**src/rtl/fft_r5_pkg.sv**
```systemverilog
// Shared radix-5 FFT definitions.
// Used by the 25-point and 125-point pipelines.
package fft_r5_pkg;

  localparam int RADIX = 5;
  localparam int N25   = 25;
  localparam int DW    = 32;

  typedef struct packed {
    logic [DW-1:0] re;
    logic [DW-1:0] img;
  } cplx_t;

  function automatic logic [4:0] digit_rev5_2(input logic [4:0] k);
    logic [4:0] lo;
    logic [4:0] hi;
    lo = k % 5'd5;
    hi = k / 5'd5;
    return 5'(lo * 5'd5 + hi);
  endfunction

endpackage

```
**src/rtl/dr_bank_25.sv**
```systemverilog
// One ping-pong bank of the 25-point reorder buffer:
// synchronous write, combinational read.
module dr_bank_25 #(
  parameter int W = 64
) (
  input  logic         clk,
  input  logic         we,
  input  logic [4:0]   waddr,
  input  logic [W-1:0] wdata,
  input  logic [4:0]   raddr,
  output logic [W-1:0] rdata
);

  logic [W-1:0] mem [25];

  always_ff @(posedge clk) begin
    if (we) mem[waddr] <= wdata;
  end

  assign rdata = mem[raddr];

endmodule

```
**src/rtl/dr_reorder_25.sv**
```systemverilog
// Radix-5 digit-reversed to natural order reorder buffer,
// 25-point frames, ping-pong banks, no backpressure.
module dr_reorder_25
  import fft_r5_pkg::digit_rev5_2;
#(
  parameter int DW = 32,
  parameter int N  = 25
) (
  input  logic          clk,
  input  logic          rst_n,
  input  logic          in_valid,
  input  logic [DW-1:0] a_re,
  input  logic [DW-1:0] a_img,
  output logic          out_valid,
  output logic [DW-1:0] a1_re,
  output logic [DW-1:0] a1_img,
  output logic [4:0]    out_index,
  output logic          out_last
);

  localparam logic [4:0] LAST = 5'(N - 1);

  typedef enum logic {
    IDLE,
    READ
  } state_t;

  state_t state, state_nxt;

  logic [4:0]      wcnt, rcnt;
  logic            wsel, rsel;
  logic [1:0]      full, set_full, clr_full;
  logic            wr_wrap, rd_fire, rd_wrap;
  logic [4:0]      raddr;
  logic [2*DW-1:0] wdata, rd0, rd1, rdata;

  assign wr_wrap = in_valid && (wcnt == LAST);
  // A full bank at the read pointer is always being drained.
  assign rd_fire = full[rsel];
  assign rd_wrap = rd_fire && (rcnt == LAST);
  assign raddr   = digit_rev5_2(rcnt);
  assign wdata   = {a_re, a_img};
  assign rdata   = rsel ? rd1 : rd0;

  always_comb begin
    set_full = 2'b00;
    clr_full = 2'b00;
    if (wr_wrap) set_full[wsel] = 1'b1;
    if (rd_wrap) clr_full[rsel] = 1'b1;
  end

  dr_bank_25 #(.W(2*DW)) u_bank0 (
    .clk   (clk),
    .we    (in_valid && !wsel),
    .waddr (wcnt),
    .wdata (wdata),
    .raddr (raddr),
    .rdata (rd0)
  );

  dr_bank_25 #(.W(2*DW)) u_bank1 (
    .clk   (clk),
    .we    (in_valid && wsel),
    .waddr (wcnt),
    .wdata (wdata),
    .raddr (raddr),
    .rdata (rd1)
  );

  always_ff @(posedge clk or negedge rst_n) begin
    if (!rst_n) begin
      wcnt <= '0;
      wsel <= 1'b0;
    end else if (in_valid) begin
      wcnt <= wr_wrap ? 5'd0 : wcnt + 5'd1;
      if (wr_wrap) wsel <= ~wsel;
    end
  end

  always_ff @(posedge clk or negedge rst_n) begin
    if (!rst_n) full <= 2'b00;
    else        full <= (full | set_full) & ~clr_full;
  end

  always_ff @(posedge clk or negedge rst_n) begin
    if (!rst_n) state <= IDLE;
    else        state <= state_nxt;
  end

  always_comb begin
    state_nxt = state;
    unique case (state)
      IDLE: if (full[rsel]) state_nxt = READ;
      READ: if (rd_wrap)
              state_nxt = full[~rsel] ? READ : IDLE;
      default: state_nxt = IDLE;
    endcase
  end

  always_ff @(posedge clk or negedge rst_n) begin
    if (!rst_n) begin
      rcnt <= '0;
      rsel <= 1'b0;
    end else if (rd_fire) begin
      rcnt <= rd_wrap ? 5'd0 : rcnt + 5'd1;
      if (rd_wrap) rsel <= ~rsel;
    end
  end

  always_ff @(posedge clk or negedge rst_n) begin
    if (!rst_n) begin
      out_valid <= 1'b0;
      out_last  <= 1'b0;
      out_index <= '0;
      a1_re     <= '0;
      a1_img    <= '0;
    end else begin
      out_valid <= rd_fire;
      out_last  <= rd_wrap;
      if (rd_fire) begin
        out_index <= rcnt;
        a1_re     <= rdata[2*DW-1:DW];
        a1_img    <= rdata[DW-1:0];
      end
    end
  end

endmodule

```
**config.mk**
```make
export PLATFORM = sky130hd
export DESIGN_NAME = dr_reorder_25
export DESIGN_NICKNAME = d
export VERILOG_FILES = /design/src/rtl/fft_r5_pkg.sv /design/src/rtl/dr_bank_25.sv /design/src/rtl/dr_reorder_25.sv
export SDC_FILE = /design/constraint.sdc
export NUM_CORES = 2
export LEC_CHECK = 0
export CORE_MARGIN = 5
export CORE_UTILIZATION = 39
export CTS_BUF_LIST = sky130_fd_sc_hd__clkbuf_4
export DETAILED_ROUTE_END_ITERATION = 8
export GPL_ROUTABILITY_DRIVEN = 0
export GPL_TIMING_DRIVEN = 0
export SYNTH_ARGS = -nofsm -noshare
export SYNTH_HDL_FRONTEND = slang
export SYNTH_SLANG_ARGS = --single-unit
```
**constraint.sdc**
```tcl
create_clock -name clk -period 8.7 [get_ports clk]
set_input_delay 0.87 -clock clk [delete_from_list [all_inputs] [get_ports clk]]
set_output_delay 0.87 -clock clk [all_outputs]
set_load 0.03 [all_outputs]
```
==> key figures <==
Placement
  – Port Buffers: 137
  – Worst slack, placed: 213.2 ps
  – Post-DP HPWL: 263.3 mm

Worst setup path
  – Max incr delay on CP: 1010 ps
  – CP startpoint: rcnt[0]
  – Critical Path Sink Type: flop
  – Crit Path Class: flop to flop
  – Cells along the critical path: buf_2 > buf_2 > buf_4 > buf_2 > buf_2 > a21oi_1 > o21ai_0 > o21ai_0 > ha_1 > ha_1 > ha_1 > xor2_2 > buf_4 > buf_4 > buf_2 > clkbuf_1 > a211oi_1 > a21oi_1 > a221oi_1
  – Maximum fanout along the worst path: 10
  – Setup crit start kind: flop
  – Worst path most repeated cell: buf_2
  – Slowest cell on the critical path: xor2_2
  – Reg2Reg Capture Point: a1_re[19]
  – Crit path to: a1_re[19]
  – Reg2reg start: rcnt[0]
  – Worst reg2reg path depth: 19
  – WP data required: 9910 ps
  – CP arrival: 9720 ps
  – Reg-to-reg slack, setup: 190 ps

Final layout
  – Layout Nets: 6,744
  – Ratio of cells with drive above 1 in the final layout: 37.45%
  – Final core occ: 46.17%
  – Commonest non-fill, non-tap cell in the layout: edfxtp_1
  – Commonest cells after routing, fill and taps aside: edfxtp_1 (3,200), clkbuf_4 (1,229), mux4_2 (876)
  – Area Growth Syn to Fin: 17.74%

Routing
  – Via/cell ratio: 5.751
  – Top layer in use: met5
  – Met3 wire length: 41.41 mm
  – DR vias: 66,600
  – Routed WL: 395.9 mm
  – WL/cell: 34.18 um
  – Final ANT Viol Nets: 0
  – Met2 WL: 190.2 mm
  – Residual DRC count: 0
  – DRT iter0 DRCs: 9,197
  – Total iterations of the first detailed-routing run: 6
  – Met1 Wirelength: 147.3 mm

GRT
  – Total global routing overflow: 0
  – GRT Overall Usage: 23.35%
  – Pin count of the biggest net entering global routing: 67
  – Number of antenna violations at the first check in global routing: 32
  – First-pass GRT wire length: 539.6 mm
  – Vias in the first global route: 67,650

STA
  – Final setup margin: 192.6 ps
  – Clk_skew: 136.6 ps
  – Least-Margin Pin Slew: 1576 ps
  – Final TNS setup: 0 ps
  – FMAX: 117.5 MHz
  – Final worst path period share: 97.79%
  – Fin. max-slew vios: 32
  – Final setup viols: 0
  – Min cycle time layout: 8507 ps
  – Fin. Hold Viols: 0
  – Worst rel slew slack: -5.085%
  – RSZ-0062 raised after global routing: no

Clock network
  – TritonCTS buffer count: 822
  – H-tree depth: 6
  – TritonCTS clock tree: done
  – CTS Root Buffer Type: clkbuf_4
  – Reg clk slew, reported paths: 70 ps
  – CTS max path bufs: 4
  – Clock Latency Late Sink: 1440 ps
  – Num Clock Sinks: 3,285

Status
  – Failing checks: max-capacitance violations, max-slew violations
  – Status: finished, violations left

Floorplanning
  – CORE AREA: 321,400 um2
  – Die ar.: 334,600 um2
  – Row count: 208
  – IO Pins: 138
  – Die W: 578.4 um
  – Initial core utilization: 39.21%
  – Die Span Y: 578.4 um

Logic synthesis
  – Synth cell types: 61
  – Asr flop ratio synth: 2.588%
  – Top_reg_cell synth: edfxtp_1
  – Post-synth top area share: 76.25%
  – Syn avg cell area: 23.17 um2
  – Yosys reg bits: 3,285
  – Number of enable flip-flop cells after synthesis: 3,200
  – Synth Cell Area: 126,000 um2
  – Net Count, Synth: 5,526
  – Synth area leader: edfxtp_1
  – Sequential share of the synthesized area: 77.94%
  – Yosys warnings: 0
  – Synth Instances: 5,438
  – Synth area leaders: edfxtp_1 (76%), mux4_2 (16%), mux2i_1 (1.8%), dfrtp_1 (1.7%), nor2_1 (0.48%)

Flow run
  – MaxCap Viol Count: 3

Hold path
  – Min-delay worst type: primary input to flop
  – Hold depth: 1
[cell families (layout without fill, tap and decap cells)]
logic type	count (synthesis)	in the layout	share of synthesized area (%)
flip-flops	3285	3285	77.94
multiplexers	1126	1126	17.66
AND/OR/NAND/NOR	385	385	1.272
buffers and inverters	324	2147	1.199
AO/OA/AOI/OAI	281	281	1.592
adder cells (fa/ha/maj)	22	22	0.2224
XOR/XNOR	15	15	0.1102
other	0	14	0
[per-stage QoR]
| step | instances | instance area [um2] | hold WS (ps) |
|---|---|---|---|
| after detailed placement | 10100 | 137500 | 458.6 |
| after floorplan | 5438 | 126000 | 552.9 |
| after CTS | 11570 | 148400 | 2.444 |
| after global placement | 9880 | 132800 | 461.2 |
| after global routing | 11570 | 148400 | 65.67 |
| final | 11580 | 148400 | 108.3 |
[what timing repair did]
action,4_1_cts,5_1_grt
endpoints found under the setup margin,0,8
hold buffers,35,0
resized for setup,0,8
setup buffers,0,0
hold endpoints to repair,986,0
[cell usage after synthesis (all sizes together), types with 4 or more instances]
cell / count
mux2: 24
nand4: 6
nor2b: 13
nor2: 160
dfrtp: 85
nand2: 155
buf: 165
a221oi: 26
ha: 20
xnor2: 9
xor2: 6
o21ai: 60
nor3: 18
a21oi: 81
o2bb2ai: 6
clkbuf: 131
a211oi: 61
o2111ai: 12
edfxtp: 3200
mux4: 876
o22a: 6
inv: 28
and2: 4
nand3: 23
a221o: 5
mux2i: 226
[cell type report]
type / count / area (um2)
clock inverter: 200 / 1231
clock buffer: 1229 / 9226
fill: 26740 / 173000
sequential: 3285 / 98220
antenna: 14 / 35.03
timing repair buffer: 394 / 6082
inverter: 28 / 105.1
multi-input combinational: 1829 / 26660
tap: 4305 / 5386
buffer: 296 / 1435
[state kept, by name, summed over array words and instances, names as in the netlist, 2 cells and up]
register / cells
wcnt: 5
a1_img: 32
a1_re: 32
out_index: 5
u_bank1.mem: 1600
u_bank0.mem: 1600
rcnt: 5
full: 2
[worst min-delay path by stage]
stage / start / slack (ps) / end
floorplan: full[0] / 550 / full[0]
global placement: a1_img[26] / 460 / a1_img[26]
detailed placement: a1_img[26] / 460 / a1_img[26]
CTS: a_img[31] / 2 / u_bank1.mem[1][31]
global route: a_img[30] / 70 / u_bank1.mem[7][30]
finish: a_re[16] / 110 / u_bank1.mem[0][48]
[critical path: cells and delay by family (launching register included)]
| kind | cells | cell delay (ps) |
|---|---|---|
| compound gates | 6 | 1540 |
| xor+xnor | 1 | 1010 |
| fa+ha+maj | 3 | 960 |
| buf+inv | 9 | 4340 |
| flops | 1 | 380 |
[per-layer routing]
layer | up-vias | track usage, %
li1 | 26120 | -
met1 | 35570 | 30.66
met2 | 4178 | 37.16
met3 | 709 | 5.969
met4 | 26 | 10.01
met5 | - | 0
Power is left out: the tool's default activity adds up to more than one toggle a clock period on the data nets, which glitch-free logic cannot reach.
